===== src/rtl/stall_ctrl_pkg.sv =====
// Shared stall-bus encodings, FSM states and helpers for the pipeline stall controller.
package stall_ctrl_pkg;

  localparam int   STALL_BUS = 4;
  localparam logic STOP      = 1'b1;
  localparam logic NOSTOP    = 1'b0;

  typedef logic [STALL_BUS-1:0] stall_t;

  // Bit order: [3] EXE/MEM, [2] ID/EXE, [1] IF/ID, [0] PC
  localparam stall_t STALL_NONE    = {4{NOSTOP}};
  localparam stall_t STALL_LOADUSE = {NOSTOP, STOP, STOP, STOP};
  localparam stall_t STALL_DIV     = {4{STOP}};

  typedef enum logic {
    IDLE    = 1'b0,
    DIV_RUN = 1'b1
  } state_e;

  function automatic stall_t id_stall(input logic req);
    return req ? STALL_LOADUSE : STALL_NONE;
  endfunction

endpackage


===== src/rtl/stall_ctrl_if.sv =====
// Request/response bundle between the pipeline stages, the divider and the stall controller.
interface stall_ctrl_if
  import stall_ctrl_pkg::*;
#(
  parameter int STALL_W = STALL_BUS,
  parameter int CNT_W   = 32
);
  logic               stallreq_id;
  logic               exe_div_req;
  logic               div_ready;
  logic               flush_req;
  logic [STALL_W-1:0] stall;
  logic               div_start;
  logic               div_cancel;
  logic               flush;
  logic               div_timeout;
  logic [CNT_W-1:0]   stall_cycles;

  modport master (
    output stallreq_id, exe_div_req, div_ready, flush_req,
    input  stall, div_start, div_cancel, flush, div_timeout, stall_cycles
  );

  modport slave (
    input  stallreq_id, exe_div_req, div_ready, flush_req,
    output stall, div_start, div_cancel, flush, div_timeout, stall_cycles
  );
endinterface


===== src/rtl/stall_ctrl_sat_counter.sv =====
// Saturating up-counter: counts enabled cycles and holds at all-ones instead of wrapping.
module stall_ctrl_sat_counter #(
  parameter int CNT_W = 32
) (
  input  logic             clk,
  input  logic             rst_n,
  input  logic             en,
  output logic [CNT_W-1:0] count
);

  always_ff @(posedge clk or negedge rst_n) begin
    if (!rst_n) begin
      count <= '0;
    end else if (en && (count != {CNT_W{1'b1}})) begin
      count <= count + CNT_W'(1);
    end
  end

endmodule


===== src/rtl/stall_ctrl.sv =====
// Pipeline stall/flush controller: merges load-use and divider stalls, sequences the divider
// handshake and aborts divides on exception or timeout. Stall outputs are combinational.
module stall_ctrl
  import stall_ctrl_pkg::*;
#(
  parameter int STALL_W     = STALL_BUS,
  parameter int DIV_TIMEOUT = 64,
  parameter int CNT_W       = 32
) (
  input  logic        cpu_clk_50M,
  input  logic        cpu_rst_n,
  stall_ctrl_if.slave bus
);

  localparam int                DCNT_W    = (DIV_TIMEOUT > 2) ? $clog2(DIV_TIMEOUT) : 1;
  localparam logic [DCNT_W-1:0] DCNT_LAST = DCNT_W'(DIV_TIMEOUT - 1);

  state_e            state;
  state_e            state_nxt;
  logic [DCNT_W-1:0] div_cnt;
  stall_t            stall_nxt;
  logic              start;
  logic              cancel;
  logic              cnt_inc;
  logic              timeout_hit;
  logic              timeout_flag;

  // Outputs are held at their idle values while reset is asserted so the divider,
  // which shares this reset, never sees a start or cancel pulse during reset.
  always_comb begin
    state_nxt   = state;
    stall_nxt   = STALL_NONE;
    start       = 1'b0;
    cancel      = 1'b0;
    cnt_inc     = 1'b0;
    timeout_hit = 1'b0;
    if (cpu_rst_n) begin
      if (bus.flush_req) begin
        if (state == DIV_RUN) begin
          cancel    = 1'b1;
          state_nxt = IDLE;
        end
      end else begin
        case (state)
          IDLE: begin
            if (bus.exe_div_req) begin
              start     = 1'b1;
              stall_nxt = STALL_DIV;
              state_nxt = DIV_RUN;
            end else begin
              stall_nxt = id_stall(bus.stallreq_id);
            end
          end
          default: begin
            if (bus.div_ready) begin
              stall_nxt = id_stall(bus.stallreq_id);
              state_nxt = IDLE;
            end else if (div_cnt == DCNT_LAST) begin
              cancel      = 1'b1;
              timeout_hit = 1'b1;
              stall_nxt   = id_stall(bus.stallreq_id);
              state_nxt   = IDLE;
            end else begin
              stall_nxt = STALL_DIV;
              cnt_inc   = 1'b1;
            end
          end
        endcase
      end
    end
  end

  always_ff @(posedge cpu_clk_50M or negedge cpu_rst_n) begin
    if (!cpu_rst_n) begin
      state        <= IDLE;
      div_cnt      <= '0;
      timeout_flag <= 1'b0;
    end else begin
      state <= state_nxt;
      if (start) begin
        div_cnt <= '0;
      end else if (cnt_inc) begin
        div_cnt <= div_cnt + DCNT_W'(1);
      end
      if (timeout_hit) begin
        timeout_flag <= 1'b1;
      end
    end
  end

  stall_ctrl_sat_counter #(
    .CNT_W (CNT_W)
  ) u_stall_cnt (
    .clk   (cpu_clk_50M),
    .rst_n (cpu_rst_n),
    .en    (stall_nxt != STALL_NONE),
    .count (bus.stall_cycles)
  );

  assign bus.stall       = STALL_W'(stall_nxt);
  assign bus.div_start   = start;
  assign bus.div_cancel  = cancel;
  assign bus.flush       = bus.flush_req & cpu_rst_n;
  assign bus.div_timeout = timeout_flag;

endmodule

===== src/flat_wrapper.sv =====
// flat-port wrapper written by rule: the top's interface ports become plain ports
module stall_ctrl_flat import stall_ctrl_pkg::*;
#(
  parameter int STALL_W     = STALL_BUS,
  parameter int DIV_TIMEOUT = 64,
  parameter int CNT_W       = 32
)
  (cpu_clk_50M, cpu_rst_n, bus_stallreq_id, bus_exe_div_req, bus_div_ready, bus_flush_req, bus_stall, bus_div_start, bus_div_cancel, bus_flush, bus_div_timeout, bus_stall_cycles);
  stall_ctrl_if #(.STALL_W(STALL_W), .CNT_W(CNT_W)) bus_i ();
  input  logic cpu_clk_50M;
  input  logic cpu_rst_n;
  input wire logic [$bits(bus_i.stallreq_id)-1:0] bus_stallreq_id;
  input wire logic [$bits(bus_i.exe_div_req)-1:0] bus_exe_div_req;
  input wire logic [$bits(bus_i.div_ready)-1:0] bus_div_ready;
  input wire logic [$bits(bus_i.flush_req)-1:0] bus_flush_req;
  output wire logic [$bits(bus_i.stall)-1:0] bus_stall;
  output wire logic [$bits(bus_i.div_start)-1:0] bus_div_start;
  output wire logic [$bits(bus_i.div_cancel)-1:0] bus_div_cancel;
  output wire logic [$bits(bus_i.flush)-1:0] bus_flush;
  output wire logic [$bits(bus_i.div_timeout)-1:0] bus_div_timeout;
  output wire logic [$bits(bus_i.stall_cycles)-1:0] bus_stall_cycles;
  assign bus_i.stallreq_id = bus_stallreq_id;
  assign bus_i.exe_div_req = bus_exe_div_req;
  assign bus_i.div_ready = bus_div_ready;
  assign bus_i.flush_req = bus_flush_req;
  assign bus_stall = bus_i.stall;
  assign bus_div_start = bus_i.div_start;
  assign bus_div_cancel = bus_i.div_cancel;
  assign bus_flush = bus_i.flush;
  assign bus_div_timeout = bus_i.div_timeout;
  assign bus_stall_cycles = bus_i.stall_cycles;
  stall_ctrl #(.STALL_W(STALL_W), .DIV_TIMEOUT(DIV_TIMEOUT), .CNT_W(CNT_W)) u_core (.cpu_clk_50M(cpu_clk_50M), .cpu_rst_n(cpu_rst_n), .bus(bus_i));
endmodule

===== config.mk =====
export PLATFORM = sky130hd
export DESIGN_NAME = stall_ctrl_flat
export DESIGN_NICKNAME = d
export VERILOG_FILES = /design/src/rtl/stall_ctrl_pkg.sv /design/src/rtl/stall_ctrl_if.sv /design/src/rtl/stall_ctrl_sat_counter.sv /design/src/rtl/stall_ctrl.sv /design/src/flat_wrapper.sv
export SDC_FILE = /design/constraint.sdc
export NUM_CORES = 1
export LEC_CHECK = 0
export ABC_CLOCK_PERIOD_IN_PS = 3500
export CORE_ASPECT_RATIO = 1.25
export CORE_MARGIN = 4
export CORE_UTILIZATION = 55
export CTS_BUF_LIST = sky130_fd_sc_hd__clkbuf_8
export DETAILED_ROUTE_END_ITERATION = 10
export PLACE_DENSITY = 0.86
export SYNTH_ARGS = -nofsm -noshare
export SYNTH_HDL_FRONTEND = slang
export SYNTH_HIERARCHICAL = 1
export SYNTH_SLANG_ARGS = --single-unit

===== constraint.sdc =====
create_clock -name cpu_clk_50M -period 3.5 [get_ports cpu_clk_50M]
set_input_delay 1.05 -clock cpu_clk_50M [delete_from_list [all_inputs] [get_ports cpu_clk_50M]]
set_output_delay 1.05 -clock cpu_clk_50M [all_outputs]
set_load 0.01 [all_outputs]

== Word level (Yosys, flattened, before mapping) ==
Cells that the tools add are included.
Word-level totals
  input port bits: 6
  bits in latches: 0
  output and inout bits: 40
  bits in registers: 40
  memories: 0
  ROM bits: 0
  RAM bits: 0
Operators by class
  eq/ne operators: 2
  $lt $le $gt $ge: 0
  shift operators: 0
  divide/modulo/power cells: 0
  bitwise logic cells: 1
  muxes and demuxes: 28
  $mul: 0
  add/subtract/negate cells: 2
  reductions and logical operators: 3
Operators by type and width (count)
  $add 32x1->32 const B: 1
  $ne 32x32->1 const B: 1
  $mux 4: 6
  $mux 1: 19
  $mux 6: 2
  $add 6x1->6 const B: 1
  $eq 6x6->1 const B: 1
  $reduce_bool 4->1: 1
  $mux 3: 1
  $reduce_bool 2->1: 1
  $and 1x1->1: 1
  $logic_and 1x1->1: 1

== Depth between registers and ports, before layout ==
  depth after elaboration: 8
  depth in mapped cells: 11

== Hierarchy ==
The synthesis kept the hierarchy.
Modules (own cells, without submodules)
  stall_ctrl_sat_counter: instances 1, cells each 151, sequential area each 800.8 µm², area an instance 1624.1 µm²
  stall_ctrl: instances 1, cells each 46, sequential area each 200.2 µm², area an instance 501.7 µm²

== Worst setup path before layout ==
No wires, ideal clock.
  kind: in2out
  start: in bus_flush_req
  end: out bus_stall[1]
  stages: 5
  arrival time: 1925 ps
  path slack: 525 ps
  buffers on the path: 1
  cell sequence: and4bb_4 > o21ai_4 > nand2_2 > a21o_1 > buf_4
Between the ends
  cells in the longest elaborated chain, start to end: 2
RTL lines
  start: declaration: RTL line flat_wrapper.sv:15  | input wire logic [$bits(bus_i.flush_req)-1:0] bus_flush_req;
  $mux 4: RTL line stall_ctrl.sv:38  | if (bus.flush_req) begin
  $mux 4: RTL line stall_ctrl.sv:37  | if (cpu_rst_n) begin
  end: declaration: RTL line flat_wrapper.sv:16  | output wire logic [$bits(bus_i.stall)-1:0] bus_stall;
Every way passes these cells.

== Worst setup path in the final report ==
  start: in bus_div_ready
  end: out bus_div_cancel
Between the ends
  cells in the longest elaborated chain, start to end: 4
RTL lines
  start: declaration: RTL line flat_wrapper.sv:14  | input wire logic [$bits(bus_i.div_ready)-1:0] bus_div_ready;
  $mux 1: RTL line stall_ctrl.sv:55  | if (bus.div_ready) begin
  $mux 1: RTL line stall_ctrl.sv:44  | case (state)
  $mux 1: RTL line stall_ctrl.sv:38
  $mux 1: RTL line stall_ctrl.sv:37
  end: declaration: RTL line flat_wrapper.sv:18  | output wire logic [$bits(bus_i.div_cancel)-1:0] bus_div_cancel;
Every way passes these cells.

==> results by group <==
Synthesis
  – Synth Warn #: 6
  – Area contributors post-synth: dfrtp_1, xnor2_1, nand4_1
  – Main synth FF type: dfrtp_1
  – Synthesized area: between 0.002 and 0.0025 mm2
  – Post-Syn Nets: 205
  – Post-Syn Instances: 197
  – Area leader, netlist: dfrtp_1
  – Post-synthesis register bit count: 40
  – Mean Syn Cell Area: around 11 um2
  – Top cell type's share of synthesized area: 0.471
  – Netlist cell types: 46
  – FFs w/ async S/R, synth: 1.00
  – Number of flops mapped to enable cells by yosys: 0
  – Post-synthesis sequential area ratio: 0.471

Global route
  – First-pass GRT wire length: about 8600 um
  – Initial antenna violation count: 0
  – Total GRT Usage: 0.219
  – Largest net degree at the start of global routing: 24
  – Vias in the first global route: between 1,500 and 2,000
  – Gr ovfl total: 0

Timing
  – Period utilization: 0.973
  – Minimum clock period: between 3 and 4 ns
  – Setup Skew: approximately 0.0070 ns
  – Setup TNS after final layout: 0 ns
  – Max Slew Vio Count: 0
  – Fmax: around 300 MHz
  – Slew headroom: 0.563
  – Final Hold Viols: 0
  – RSZ-0062 raised after global routing: false
  – Worst-margin pin slew: 0.650 ns
  – Worst setup slack after layout: ~0.093 ns
  – Final setup viols: 0

Drt
  – Vias per cell: between 5 and 6
  – DRC: 0
  – Final wirelength: slightly below 5000 um
  – Post-route ant nets: 0
  – DR vias: 1,768
  – Wire length per cell: roughly 16 um
  – Number of DRC markers in iteration 0: 109
  – DR pass1 iterations: 4

CTS
  – H-Tree Level Count: 2
  – CTS buffer count: 5
  – Clock sink count: 40
  – CTS tree: yes
  – Clk_lat worst skew: roughly 0.3 ns
  – Clock-pin slew on the worst setup and hold paths: approximately 0.07 ns
  – Longest Clk Path Bufs: 2
  – Root buf cell: clkbuf_8
  – Hold_buf cts: 0

Power
  – Power density over the cells: a little under 400 mW/mm2
  – LEAKAGE: between 1 and 1.5 nW
  – VDD IR max: about 0.00044 V

Die
  – Die area: slightly below 0.005 mm2
  – Placement row count: 25
  – Die width: between 60 and 70 um
  – Effective utilization at floorplan: 0.566
  – Top-Level Pins: 46
  – Core Area: about 0.0038 mm2
  – Die Span Y: ~78 um

Placed design
  – IO Port Bufs: 45
  – HPWL Detailed: roughly 3600 um
  – DP Cell Count: ~290
  – Pre-CTS WS: -0.254 ns
  – Routability Congestion: just over 0.8

Critical path
  – CP Launch Type: input port
  – WP data required: ~2.5 ns
  – CP Max Fanout: 2
  – Endpoint class of the critical path: output pin
  – Crit path kind: input port to output pin
  – CP Data Arrival Time: 2.36 ns

Finish
  – Area Growth Syn to Fin: 29.6%
  – Final Util: 0.734
  – Fin cells: a little under 300
  – Register area: approximately 0.0010 mm2
  – Final Net Count: ~260
  – Ant. Diodes: 0
  – Final-layout fill cell count: around 280
  – Multi-input logic area: 0.00108 mm2
  – Share of layout cells above drive strength 1: 0.145

Status
  – Status: finished clean

Job
  – Max-cap violations: 0

Min path
  – Worst hold path type: flip-flop to flip-flop
layer usage:
metal | GRT usage | share of wire
met4 | 0.0886 | 0.028
met3 | 0.0608 | 0.060
met1 | 0.268 | 0.42
met2 | 0.361 | 0.49
met5 | 0 | 0
layout make-up:
class / instances / share of cell area
Multi-Input combinational cell: 150 / 0.393
Sequential cell: 40 / 0.363
Timing Repair Buffer: 55 / 0.188
Clock buffer: 6 / 0.0300
Tap cell: 40 / 0.0182
Inverter: 3 / 0.00409
Clock inverter: 2 / 0.00363
final timing paths:
kind	from	endpoint	slack [ns]	cells past startpoint
setup / recovery	bus_div_ready	bus_div_cancel	0.09	4
hold / removal	u_core/bus.div_timeout	u_core/bus.div_timeout	0.48	1
setup reg to reg	u_core/u_stall_cnt/count[4]	u_core/u_stall_cnt/count[12]	0.98	5
hold reg to reg	u_core/bus.div_timeout	u_core/bus.div_timeout	0.48	1
max in group asynchronous	cpu_rst_n	u_core/u_stall_cnt/count[8]	2.50	2
min in group asynchronous	cpu_rst_n	u_core/state	0.75	2
metrics by stage:
| step | cell area [um2] | hold slack, ns | power [mW] |
|---|---|---|---|
| after floorplan | 2130 | 0.486 | 0.654 |
| after global placement | 2670 | 0.454 | 0.770 |
| after detailed placement | 2670 | 0.466 | 0.778 |
| after CTS | 2750 | 0.486 | 1.09 |
| after global routing | 2760 | 0.528 | 1.14 |
| final | 2760 | 0.478 | 1.08 |
placed cells by master, fill, tap and decap left out, drive strengths merged, types with 2 or more instances in the layout:
cell,count
nor4,5
nand4,16
dlygate4sd2,5
xor2,7
a21oi,3
mux2i,2
ha,2
and4,4
mux2,2
o211ai,4
clkinv,2
dfrtp,40
nand3,18
a21o,2
clkbuf,6
nor2,13
nand3b,2
clkdlybuf4s50,38
xnor2,24
buf,11
inv,3
or4,2
nand2,21
and3,4
nor3,7
o31ai,2
cell usage after synthesis, types with 2 or more instances:
cell / instances
a21o_1: 2
a21oi_1: 3
and3_1: 3
and4_1: 4
buf_4: 2
dfrtp_1: 40
ha_1: 2
inv_1: 3
mux2i_1: 2
nand2_1: 19
nand2_2: 2
nand3_1: 16
nand4_1: 15
nor2_1: 13
nor3_1: 5
nor3_2: 2
nor4_1: 3
o211ai_1: 3
or4_4: 2
xnor2_1: 24
xor2_1: 7
flip-flops by register name, indices dropped and copies added (netlist names):
| register | flops |
|---|---|
| u_core/u_stall_cnt/count | 32 |
| u_core/div_cnt | 6 |
| u_core/bus.div_timeout | 1 |
| u_core/state | 1 |
worst max-delay path, cell delays in order:
cell and delay (ns):
clkdlybuf4s50_1 0.43, nor3_1 0.20, o211a_1 0.15, clkdlybuf4s50_1 0.52
timing repair:
item                       4_1_cts  5_1_grt
gates resized for setup          5        1
buffers inserted                 0        0
setup endpoints to repair        5        3
where the power goes:
group          total [mW]  internal, mW  switching (mW)
Clock               0.315         0.157           0.158
Combinational       0.208         0.115          0.0930
Sequential          0.558         0.500          0.0577
Total                1.08         0.773           0.309
cell families after synthesis:
kind of cell	count (synthesis)	synth area share
AOI/OAI and AO/OA	15	0.0683
xor gates and xnor gates	31	0.128
adders and majority gates	2	0.0118
buffers and inverters	7	0.0194
DFF	40	0.471
muxes	4	0.0200
and+or+nand+nor	98	0.282
Note: power is estimated with default switching activity, not from simulation.
